===== src/rtl/rst_seq_wdt.sv =====
// Reset sequencer + watchdog: synchronized POR, fixed hold, staggered per-domain release, SW/WDT re-entry.
// Latency: domains fall one edge after a sampled request; no backpressure, all outputs registered.
module rst_seq_wdt #(
  parameter int N_DOM    = 4,
  parameter int HOLD_CYC = 16,
  parameter int STEP_CYC = 8,
  parameter int WDT_W    = 16
) (
  input  logic             clk,
  input  logic             rst_n,
  input  logic             sw_rst_req,
  input  logic             wdt_en,
  input  logic             wdt_kick,
  input  logic [WDT_W-1:0] wdt_load,
  output logic [N_DOM-1:0] dom_rst_n,
  output logic             all_ready,
  output logic             wdt_expired,
  output logic [1:0]       rst_cause
);

  localparam logic [1:0] SYNC = 2'd0;
  localparam logic [1:0] HOLD = 2'd1;
  localparam logic [1:0] REL  = 2'd2;
  localparam logic [1:0] RUN  = 2'd3;

  localparam int MAX_CYC = (HOLD_CYC > STEP_CYC) ? HOLD_CYC : STEP_CYC;
  localparam int CNT_W   = $clog2(MAX_CYC + 1);

  localparam logic [CNT_W-1:0] HOLD_LD = CNT_W'(HOLD_CYC - 1);
  localparam logic [CNT_W-1:0] STEP_LD = CNT_W'(STEP_CYC - 1);

  logic [1:0]       state;
  logic             sync_q;
  logic [CNT_W-1:0] seq_cnt;
  logic [WDT_W-1:0] wdt_cnt;
  logic [N_DOM-1:0] dom_shift;
  logic             wdt_fire;

  // Next release pattern: one more low-order domain out of reset.
  always_comb begin
    dom_shift    = dom_rst_n << 1;
    dom_shift[0] = 1'b1;
  end

  // A kick or disabled watchdog reloads instead of decrementing, so neither can fire.
  always_comb begin
    wdt_fire = (state == RUN) && wdt_en && !wdt_kick &&
               (wdt_load != '0) && (wdt_cnt == WDT_W'(1));
  end

  always_ff @(posedge clk or negedge rst_n) begin
    if (!rst_n) begin
      state       <= SYNC;
      sync_q      <= 1'b0;
      seq_cnt     <= '0;
      wdt_cnt     <= '0;
      dom_rst_n   <= '0;
      all_ready   <= 1'b0;
      wdt_expired <= 1'b0;
      rst_cause   <= 2'd0;
    end else begin
      case (state)
        // sync_q is the first synchronizer stage; the state register is the second.
        SYNC: begin
          sync_q <= 1'b1;
          if (sync_q) begin
            state   <= HOLD;
            seq_cnt <= HOLD_LD;
          end
        end
        default: begin
          if (sw_rst_req || wdt_fire) begin
            state     <= HOLD;
            seq_cnt   <= HOLD_LD;
            dom_rst_n <= '0;
            all_ready <= 1'b0;
            if (sw_rst_req) begin
              rst_cause <= 2'd1;
            end else begin
              rst_cause   <= 2'd2;
              wdt_expired <= 1'b1;
            end
          end else begin
            case (state)
              HOLD, REL: begin
                if (seq_cnt == '0) begin
                  dom_rst_n <= dom_shift;
                  if (&dom_shift) begin
                    state     <= RUN;
                    all_ready <= 1'b1;
                    wdt_cnt   <= wdt_load;
                  end else begin
                    state   <= REL;
                    seq_cnt <= STEP_LD;
                  end
                end else begin
                  seq_cnt <= seq_cnt - CNT_W'(1);
                end
              end
              RUN: begin
                if (wdt_kick || !wdt_en) begin
                  wdt_cnt <= wdt_load;
                end else if (wdt_cnt != '0) begin
                  wdt_cnt <= wdt_cnt - WDT_W'(1);
                end
              end
              default: begin
                state <= state;
              end
            endcase
          end
        end
      endcase
    end
  end

endmodule


===== config.mk =====
export PLATFORM = sky130hd
export DESIGN_NAME = rst_seq_wdt
export DESIGN_NICKNAME = d
export VERILOG_FILES = /design/src/rtl/rst_seq_wdt.sv
export SDC_FILE = /design/constraint.sdc
export NUM_CORES = 1
export LEC_CHECK = 0
export BUFFER_PORTS_ARGS = -buffer_cell sky130_fd_sc_hd__buf_4
export CORE_MARGIN = 2
export CORE_UTILIZATION = 61
export CTS_CLUSTER_SIZE = 12
export DETAILED_ROUTE_END_ITERATION = 10
export PLACE_DENSITY = 0.85
export SYNTH_ARGS = -nofsm -noshare
export SYNTH_HDL_FRONTEND = slang
export SYNTH_SLANG_ARGS = --single-unit

===== constraint.sdc =====
create_clock -name clk -period 4.4 [get_ports clk]
set_input_delay 0.22 -clock clk [delete_from_list [all_inputs] [get_ports clk]]
set_output_delay 0.22 -clock clk [all_outputs]
set_load 0.02 [all_outputs]

* Word level (Yosys, flattened, before mapping)
Index checks and enable logic that the tools add are counted.
** Word-level totals
- Output and inout port bits :: 8
- Memories :: 0
- Register bits after elaboration :: 32
- Bits in writable memories :: 0
- Memory bits (read-only) :: 0
- Word-level logic and storage cells :: 74
- Input bits :: 21
- Latch bits :: 0
** Operators by class
- Equality and inequality tests :: 9
- $mul :: 0
- Divide/modulo/power cells :: 0
- Reductions and logical operators :: 27
- Mux-type cells :: 25
- Add/sub/neg operators :: 2
- Magnitude comparators :: 0
- Shift-type cells :: 0
- Bitwise gates (word level) :: 3
** Operators by type and width (count)
- $mux W16 :: 4
- $pmux W16 S2 :: 1
- $reduce_bool A16 Y1 :: 2
- $mux W5 :: 6
- $eq A16 B1 Y1 const B :: 1
- $sub A16 B1 Y16 const B :: 1
- $reduce_and A3 Y1 :: 5
- $mux W2 :: 6
- $mux W4 :: 3
- $reduce_bool A2 Y1 :: 4
- $ne A2 B2 Y1 const B :: 3
- $reduce_and A6 Y1 :: 1
- $reduce_bool A3 Y1 :: 2
- $logic_not A5 Y1 :: 1
- $mux W1 :: 5
- $sub A5 B1 Y5 const B :: 1
- $eq A2 B2 Y1 const B :: 2
- $logic_and A1 B1 Y1 :: 4
- $ne A4 B3 Y1 const B :: 1
- $reduce_and A4 Y1 :: 1
- $ne A3 B1 Y1 const B :: 1
- $not A1 Y1 :: 3
- $eq A2 B1 Y1 const B :: 1
- $logic_not A1 Y1 :: 2
- 4 further kinds :: 5

* Depth between registers and ports, before layout
Gate-level depths: netlist of the first run.
- Depth after elaboration :: 8
- Depth in mapped cells :: 9
- Depth with buffers taken out :: 7

* Worst setup path before layout of the first run
No wires, ideal clock.
- Path kind :: register -> register
- From :: register seq_cnt[0]
- To :: register wdt_cnt[14]
- Buffers on the path :: 0
- Period minus slack after synthesis :: 2003 ps
- Stages on the path, launching flop included :: 8
- Slack :: 2397 ps
- Data required time :: 4279 ps
- Data arrival time :: 1882 ps
- Library setup time :: 121 ps
- Path through :: dfrtp_1 inv_1 ha_1 or4b_1 o21a_1 nor2_4 nand2_1 o22a_1
** Between the ends
- Word-level cells in the longest chain between the ends :: 3
** Ends and longest elaborated chain
- start: declaration :: line 34 : logic [CNT_W-1:0] seq_cnt;
- start signal: assignment :: line 97 : seq_cnt <= seq_cnt - CNT_W'(1);
- $logic_not A5 Y1 :: line 86 : if (seq_cnt == '0) begin
- $ne A2 B2 Y1 (no source line)
- $reduce_and A6 Y1 (no source line)
- end signal: assignment :: line 91 : wdt_cnt <= wdt_load;
- end signal: assignment :: line 102 : wdt_cnt <= wdt_load;
- end signal: assignment :: line 104 : wdt_cnt <= wdt_cnt - WDT_W'(1);
- end: declaration :: line 35 : logic [WDT_W-1:0] wdt_cnt;
Every way passes these cells.
A chain may end at the register's enable or synchronous reset.

* Worst setup path in the final report of the first run
- From :: register state[0]
- To :: register wdt_cnt[15]
** Between the ends
- Word-level cells in the longest chain between the ends :: 8
- Elaborated cells on any way between the ends :: 18
- Classes of those cells :: eq/ne: 6; mux: 1; bitwise: 2; reduce/logical: 9
** Ends and longest elaborated chain
- start: declaration :: line 32 : logic [1:0] state;
- start signal: assignment :: line 108 : state <= state;
- $eq A2 B2 Y1 :: line 47, 84
- $logic_and A1 B1 Y1 (3 in a row) :: line 47 : wdt_fire = (state == RUN) && wdt_en && !wdt_kick &&
- $logic_and A1 B1 Y1 :: line 48 : (wdt_load != '0) && (wdt_cnt == WDT_W'(1));
- $logic_or A1 B1 Y1 :: line 72 : if (sw_rst_req || wdt_fire) begin
- $not A1 Y1 (no source line)
- $reduce_and A6 Y1 (no source line)
Parallel ways exist; a longest one is shown, timed or not.

==> results.toml, run 1 <==
[clock_network]
worst_setup_hold_path_clk_slew_ns = 0.10
hold_buffers = 1
ctsResizeCount = 0
root_buffer = "clkbuf_4"
insertion_delay_ns = 0.35
numCtsBuffers = 5
postCtsSetupBuffers = 0
clock-sinks = 32
htreeDepth = 2
cts_tree = "done"
clockBufferDepth = 2

[floorplan]
pin_count = 29
die_w_microns = 60.4
coreArea_sq_um = 3030
start_util_pct = 64.1
die_h_microns = 60.4
fp-row-count = 20
dieArea_sq_um = 3650

[worst_setup_path]
end_kind = "flop"
path_max_fanout = 20
worstPathRequired_ns = 4.65
crit_type = "flop to flop"
arrival_ns = 3.20
cp-start-kind = "flop"

[grt]
use_met2_pct = 49.7
grt_max_degree = 33
antenna_found_initial = 0
met1_usage_pct = 36.3
grt_pass1_wl_microns = 7850
grt_use_total_pct = 29.9
grt-ovfl-total = 0
busiest_layer = "met2"
met3_usage_pct = 6.40
grt_pass1_vias = 1700

[pwr]
p_leak_nw = 0.912
powerDensity_nw_per_um2 = 256
peakVddDrop_mv = 0.181

[logic_synthesis]
synth_top_area_share_pct = 41.3
synth_top_area_cell = "dfrtp_1"
synth.most_common_cell = "dfrtp_1"
synthArstFlopShare_pct = 100
syn_nets = 236
synthFlopType = "dfrtp_1"
ys_warn_count = 0
synth-edff-count = 0
synth.distinct_cells = 48
yosysSeqAreaShare_pct = 41.3
yosys-top-cells-area = "dfrtp_1, ha_1, a21oi_1"
syn_area_sq_um = 1940
syn_avg_cell_area_sq_um = 9.29
netlist_instances = 209
netlist_top_cells_count = "dfrtp_1, nor2_1, nand2_1, a21oi_1, nand3_1"
ys_seq_elements = 32

[routing]
vias_per_cell = 6.49
drt_iter0_markers = 175
drc_errors = 0
via_count = 1829
ant_nets = 0
drt-wirelength-per-cell_microns = 17.0
drt_wl_total_microns = 4780
dr.pass1.iters = 4

[sta]
finalClockSkew_ns = 0.0122
hold_ws_ns = 0.138
max_freq_ghz = 0.339
tightest_slew_ns = 0.769
setup-violations-final = 0
tns_ns = 0
relSlewSlack_pct = 48.6
rsz0062_at_grt = "no"
min_period_over_period_pct = 67.1
report.final.hold_viol_count = 0
layout_min_cycle_time_ns = 2.95
drv_slew = 0

[finish]
nNetsFinal = 264
drive_above_1_share_pct = 19.7
design_area_sq_um = 2240
fillCellCount = 228
area_growth_pct = 15.2
regArea_sq_um = 801
multi_input_area_sq_um = 1060
num_antenna_cells = 0

[flow_run]
maxCapViolCount = 0

[outcome]
status = "completed"

[place]
io_buffers = 28
placed_area_sq_um = 2170
gp_congestion = 0.883
dp_hpwl_microns = 3420

[worst_hold_path]
hp-class = "input pin to flop"
cells in the final DEF (no fill, tap or decap), types with 2 or more instances in the layout:
cell / n
nand3b_1: 2
a22o_1: 5
and2_1: 3
buf_4: 29
clkbuf_4: 5
nor3_1: 6
o31a_1: 2
a21oi_1: 13
nor4_1: 5
o21ai_0: 11
dfrtp_1: 32
nand2_1: 14
o211ai_1: 2
a41oi_1: 3
nor2_4: 2
nor2b_1: 2
o2bb2ai_1: 6
o21a_1: 6
ha_1: 6
a22oi_1: 2
nor2_1: 17
a31oi_1: 7
a31o_2: 2
inv_1: 8
nand4_1: 7
o21ai_1: 2
nand3_1: 13
clkbuf_1: 2
nand2b_1: 3
routing by layer:
layer | routed length, microns | vias up
met3 | 216 | 16
met5 | 0 | -
li1 | - | 850
met4 | 161 | 0
met1 | 1940 | 899
met2 | 2460 | 64
path summary, 6_finish.rpt:
| path | startpoint | slack (ns) | endpoint | cells past startpoint |
|---|---|---|---|---|
| max | state[0] | 1.45 | wdt_cnt[15] | 6 |
| min | sw_rst_req | 0.14 | rst_cause[0] | 3 |
| max reg2reg | state[0] | 1.45 | wdt_cnt[15] | 6 |
| min reg2reg | sync_q | 0.48 | sync_q | 1 |
| max in group asynchronous | rst_n | 3.76 | rst_cause[0] | 2 |
| min in group asynchronous | rst_n | 0.33 | wdt_cnt[4] | 2 |
kinds of logic (layout without fill, tap and decap cells):
| group | Yosys count | in the layout | synth area share [%] |
|---|---|---|---|
| AND/OR/NAND/NOR | 82 | 82 | 23.6 |
| AO/OA/AOI/OAI | 72 | 72 | 27.3 |
| flip-flops | 32 | 32 | 41.3 |
| buffers and inverters | 17 | 46 | 3.93 |
| adder cells (fa/ha/maj) | 6 | 6 | 3.87 |
sequential cells by signal, summed over array words and instances, names as in the netlist:
signal       count
wdt_cnt         16
dom_rst_n        4
sync_q           1
wdt_expired      1
all_ready        1
rst_cause        2
state            2
seq_cnt          5
through the flow:
stage	setup WS [ns]	util, %	power [W]	instances
global route	1.22	73.8	0.000593	282
CTS	1.49	73.8	0.000573	282
global placement	1.66	71.6	0.000388	273
floorplan	2.40	-	0.000359	209
detailed placement	1.50	71.6	0.000393	273
finish	1.45	73.8	0.000571	282
power breakdown:
| group | leakage (nW) | internal [W] | total (W) | switching, W |
|---|---|---|---|---|
| Clock | 0.0326 | 0.0000788 | 0.000183 | 0.000104 |
| Combinational | 0.485 | 0.0000329 | 0.0000700 | 0.0000371 |
| Sequential | 0.394 | 0.000305 | 0.000319 | 0.0000140 |
| Total | 0.912 | 0.000416 | 0.000571 | 0.000155 |
critical path: stages (launching register included):
cell       delay [ns]
dfrtp_1          0.39
ha_1             0.19
nand3b_1         0.53
nor4_2           0.67
o2111ai_4        0.41
and2_1           0.41
a22o_1           0.24
cell type report:
cell class,instances,area share [%]
tap,44,2.46
multi-input combinational,160,47.6
inverter,8,1.34
timing repair buffer,30,10.2
clock buffer,8,2.63
sequential,32,35.8
Note: power is estimated with default switching activity, not from simulation.
==> run 2: changes to the inputs <==
Settings changed: CORE_UTILIZATION 61 to 51, PLACE_DENSITY 0.85 to 0.75.
Clock period 4.4 ns to 2.6 ns, I/O delays scaled along.
==> run 2 against run 1 <==
Compared with the run above: sequential cell count stayed put; first-iteration DRC count shrank 23%; sequential power grew 69%; worst hold slack got worse by 0.040 ns; total power rose by 86%; core utilization fell by 11 points; final cell count up 2.8%; critical path depth increased by 1; critical path type unchanged; highest routed layer unchanged.
==> results.toml, run 2 (synthesized netlist as in run 1, its figures left out) <==
[finish]
regArea_sq_um = 801
stdcell_count = 290
reg_top3 = "wdt_cnt: 16 flops, seq_cnt: 5 flops, dom_rst_n: 4 flops"
layout_commonest_cell = "buf_4"
regMostFlops = "wdt_cnt"
num_antenna_cells = 0
drive_above_1_share_pct = 21.1
fillCellCount = 323
largest_register_ffs = 16
fin_util_pct = 62.9
multi_input_area_sq_um = 1060
area_growth_pct = 18.6
layout_common_cells = "buf_4, dfrtp_1, nor2_1"
nNetsFinal = 268

[place]
placed_cells = 281
gp_congestion = 0.846
dp_hpwl_microns = 3380
io_buffers = 28

[clock_network]
root_buffer = "clkbuf_8"
postCtsSetupBuffers = 0
insertion_delay_ns = 0.29
clockBufferDepth = 2
ctsResizeCount = 0
numCtsBuffers = 5
cts_tree = "done"
htreeDepth = 2
hold_buffers = 1
clock-sinks = 32
worst_setup_hold_path_clk_slew_ns = 0.07

[worst_setup_path]
r2r_start = "seq_cnt[0]"
crit_type = "flop to flop"
r2r_cells = 7
rrSetupSlack_ns = 0.32
cp-start-kind = "flop"
timing.rr.end = "wdt_cnt[6]"
end_kind = "flop"
worstPathRequired_ns = 2.76
arrival_ns = 2.45
path_max_fanout = 10

[grt]
grt_max_degree = 33
grt-ovfl-total = 0
met3_usage_pct = 4.62
grt_pass1_wl_microns = 8260
use_met2_pct = 42.2
antenna_found_initial = 0
grt_pass1_vias = 1763
busiest_layer = "met2"
grt_use_total_pct = 25.0
met1_usage_pct = 32.2

[floorplan]
dieArea_sq_um = 4310
pin_count = 29
start_util_pct = 53.0
die_h_microns = 65.7
coreArea_sq_um = 3660
fp-row-count = 22
die_w_microns = 65.7

[routing]
drt_wl_total_microns = 4650
via_count = 1771
dr.pass1.iters = 4
vias_per_cell = 6.11
drt_iter0_markers = 135
ant_nets = 0
drc_errors = 0
drt-wirelength-per-cell_microns = 16.0

[pwr]
pwr-share-seq_pct = 50.7
p_clk_share_pct = 38.1
p_leak_nw = 0.944
combPwrFrac_pct = 11.1
peakVddDrop_mv = 0.338
switching_power_w = 0.000274
switching_share_pct = 25.8
powerDensity_nw_per_um2 = 461
p_int_w = 0.000789

[sta]
relSlewSlack_pct = 55.5
layout_min_cycle_time_ns = 2.28
max_freq_ghz = 0.438
tightest_slew_ns = 0.662
drv_slew = 0
tns_ns = 0
rsz0062_at_grt = "no"
report.final.hold_viol_count = 0
min_period_over_period_pct = 87.8
setup-violations-final = 0
finalClockSkew_ns = 0.0141

[worst_hold_path]
hold_depth = 3
hp-start = "sw_rst_req"
min_delay_worst_endpoint = "rst_cause[0]"
hp-class = "input pin to flop"

[outcome]
status = "completed"

[flow_run]
maxCapViolCount = 0
[run 2: changes by cell type in the layout (fill, tap and decap cells not counted), sizes merged]
cell	before	now
buf	29	33
[run 2: worst max-delay path, stage by stage (launching register included)]
cell and delay [ns]:
dfrtp_1 0.41, inv_1 0.07, ha_1 0.19, or4b_1 0.50
o21a_1 0.27, nor2_4 0.23, and2_1 0.38, a21oi_1 0.11
[run 2: power by group through the flow]
| stage | registers, W | logic (W) | clock network [W] |
|---|---|---|---|
| floorplan | 0.000542 | 0.0000659 | 0 |
| global placement | 0.000547 | 0.000116 | 0 |
| detailed placement | 0.000547 | 0.000118 | 0 |
| CTS | 0.000538 | 0.000119 | 0.000408 |
| global route | 0.000541 | 0.000135 | 0.000434 |
| finish | 0.000539 | 0.000118 | 0.000405 |
[run 2: how the worst max path moves through the flow]
| stage | start | slack, ns | end |
|---|---|---|---|
| after floorplan | seq_cnt[0] | 0.60 | wdt_cnt[14] |
| final | seq_cnt[0] | 0.32 | wdt_cnt[6] |
| after CTS | seq_cnt[0] | 0.33 | wdt_cnt[0] |
| after global routing | seq_cnt[0] | 0.18 | wdt_cnt[14] |
| after global placement | seq_cnt[0] | 0.40 | wdt_cnt[0] |
| after detailed placement | seq_cnt[0] | 0.33 | wdt_cnt[12] |
[run 2: layer usage]
layer | part of all wire (%) | wire length (microns)
met5 | 0 | 0
met4 | 1.4 | 66
met3 | 5.4 | 251
met2 | 48 | 2250
met1 | 45 | 2080
[run 2: area by class of cell]
cell class	count	area share (%)
inverter	8	1.30
sequential	32	34.8
timing repair buffer	34	11.2
clock buffer	8	3.91
multi-input combinational	160	46.2
tap	48	2.61
[run 2: through the flow]
| stage | cell area (sq um) | total power, W | hold WS (ns) | setup slack, ns |
|---|---|---|---|---|
| floorplan | 1940 | 0.000608 | -0.166 | 0.597 |
| global placement | 2200 | 0.000664 | 0.0970 | 0.403 |
| detailed placement | 2200 | 0.000665 | 0.0950 | 0.332 |
| CTS | 2300 | 0.00107 | 0.103 | 0.328 |
| global route | 2300 | 0.00111 | 0.112 | 0.183 |
| finish | 2300 | 0.00106 | 0.0989 | 0.316 |
==> run 3: changes to the inputs <==
Settings changed: BUFFER_PORTS_ARGS -buffer_cell sky130_fd_sc_hd__buf_4 to default, CORE_UTILIZATION 51 to 63, DONT_BUFFER_PORTS from default to 1, PLACE_DENSITY 0.75 to 0.79.
Clock period 2.6 ns to 2.4 ns, I/O delays scaled along.
==> run 3 against run 2 <==
Compared with the run above: setup slack worse by 0.18 ns; total power is 2.4% lower; final cell count is 9.7% lower; maximum frequency is 0.95% higher; critical path depth is 1 higher; register-to-register slack worse by 0.18 ns; critical path type unchanged; critical endpoint is now wdt_cnt[5]; largest power group unchanged; highest routed layer unchanged.
==> results.toml, run 3 (synthesized netlist as in run 1, its figures left out) <==
[outcome]
status = "completed"

[pwr]
pwr-share-seq_pct = 56.3
p_clk_share_pct = 32.2
combPwrFrac_pct = 11.5
p_int_w = 0.000761
switching_share_pct = 26.6
p_leak_nw = 0.864
peakVddDrop_mv = 0.271
powerDensity_nw_per_um2 = 471
switching_power_w = 0.000276

[place]
io_buffers = 0
dp_hpwl_microns = 3160
placed_area_sq_um = 1980
gp_congestion = 0.832
dp_slack_ns = 0.0742

[sta]
relSlewSlack_pct = 62.7
fin_ws_ns = 0.138
report.final.hold_viol_count = 0
drv_slew = 0
max_freq_ghz = 0.442
tns_ns = 0
tightest_slew_ns = 0.552
finalClockSkew_ns = 0.00904
setup-violations-final = 0
layout_min_cycle_time_ns = 2.26
rsz0062_at_grt = "no"
hold_ws_ns = 0.0444
min_period_over_period_pct = 94.3

[floorplan]
die_h_microns = 59.5
fp-row-count = 20
dieArea_sq_um = 3540
die_w_microns = 59.5
pin_count = 29
start_util_pct = 64.6
coreArea_sq_um = 3000

[finish]
layout_common_cells = "dfrtp_1, nor2_1, dlygate4sd3_1"
reg_top3 = "wdt_cnt: 16 flops, seq_cnt: 5 flops, dom_rst_n: 4 flops"
regMostFlops = "wdt_cnt"
num_antenna_cells = 0
fillCellCount = 225
design_area_sq_um = 2200
layout_commonest_cell = "dfrtp_1"
largest_register_ffs = 16
nNetsFinal = 255
area_growth_pct = 13.5
drive_above_1_share_pct = 11.8

[grt]
grt-ovfl-total = 0
grt_pass1_vias = 1746
antenna_found_initial = 0
grt_max_degree = 33
grt_pass1_wl_microns = 7710
grt_use_total_pct = 29.2

[routing]
ant_nets = 0
drt_wl_total_microns = 4600
dr.pass1.iters = 5
vias_per_cell = 6.65
via_count = 1742
drt-wirelength-per-cell_microns = 17.6
drc_errors = 0
drt_iter0_markers = 175

[worst_setup_path]
slowest_stage = "or4b_1"
cp-start-kind = "flop"
worstPathRequired_ns = 2.64
path_max_fanout = 11
crit_type = "flop to flop"
max_stage_delay_ns = 0.51
timing.critical_path.cells = "inv_1, ha_1, or4b_1, o21a_1, nor2_4, buf_4, o211ai_1, o2bb2ai_1"
end_kind = "flop"
rrSetupSlack_ns = 0.14
arrival_ns = 2.50

[clock_network]
htreeDepth = 2
numCtsBuffers = 5
worst_setup_hold_path_clk_slew_ns = 0.10
clock-sinks = 32
insertion_delay_ns = 0.34
clockBufferDepth = 2
cts_tree = "done"
root_buffer = "clkbuf_4"

[worst_hold_path]
hp-class = "input pin to flop"

[flow_run]
maxCapViolCount = 0
[run 3: stage by stage]
step / utilization (%) / power, W / std cells
global route: 73.4 / 0.00108 / 262
floorplan: - / 0.000659 / 209
detailed placement: 66.0 / 0.000678 / 239
CTS: 73.3 / 0.00104 / 262
finish: 73.4 / 0.00104 / 262
global placement: 66.0 / 0.000674 / 239
[run 3: worst max-delay path: cells and delay by family, from the launching register on]
kind	cells	cell delay, ns
compound gates	3	0.48
flops	1	0.42
fa+ha+maj	1	0.21
buf+inv	2	0.30
simple gates	2	0.74
[run 3: final timing paths]
check	startpoint	to	depth (start not counted)
worst min register to register	sync_q	sync_q	1
worst min-delay path	wdt_load[15]	wdt_cnt[15]	2
max in group asynchronous	rst_n	rst_cause[1]	2
worst max-delay path	seq_cnt[0]	wdt_cnt[5]	8
min in group asynchronous	rst_n	wdt_cnt[4]	2
worst max register to register	seq_cnt[0]	wdt_cnt[5]	8
[run 3: final cells by class]
class | count | area [sq um] | share of cell area (%)
Timing Repair Buffer | 21 | 205 | 9.31
Clock buffer | 8 | 58.8 | 2.67
Inverter | 8 | 30.0 | 1.36
Sequential cell | 32 | 801 | 36.3
Tap cell | 33 | 41.3 | 1.87
Multi-Input combinational cell | 160 | 1070 | 48.4
[run 3: routing by layer]
layer,global-route usage (%),part of all wire [%],up-vias
li1,-,-,832
met1,33.9,41,826
met2,50.7,51,74
met3,6.77,5.8,10
met4,13.7,2.1,0
met5,0,0,-
[run 3: timing repair]
item                                   4_1_cts  5_1_grt
endpoints found under the hold margin       46        0
resized for setup                            0        2
setup endpoints to repair                    0       11
setup buffers                                0        0
hold buffers                                15        0
[run 3: power by group through the flow]
stage                logic, W  clock network [W]  registers [W]
CTS                  0.000119           0.000343       0.000583
detailed placement  0.0000849                  0       0.000593
floorplan           0.0000714                  0       0.000587
global route         0.000132           0.000366       0.000586
finish               0.000119           0.000334       0.000584
global placement    0.0000821                  0       0.000592
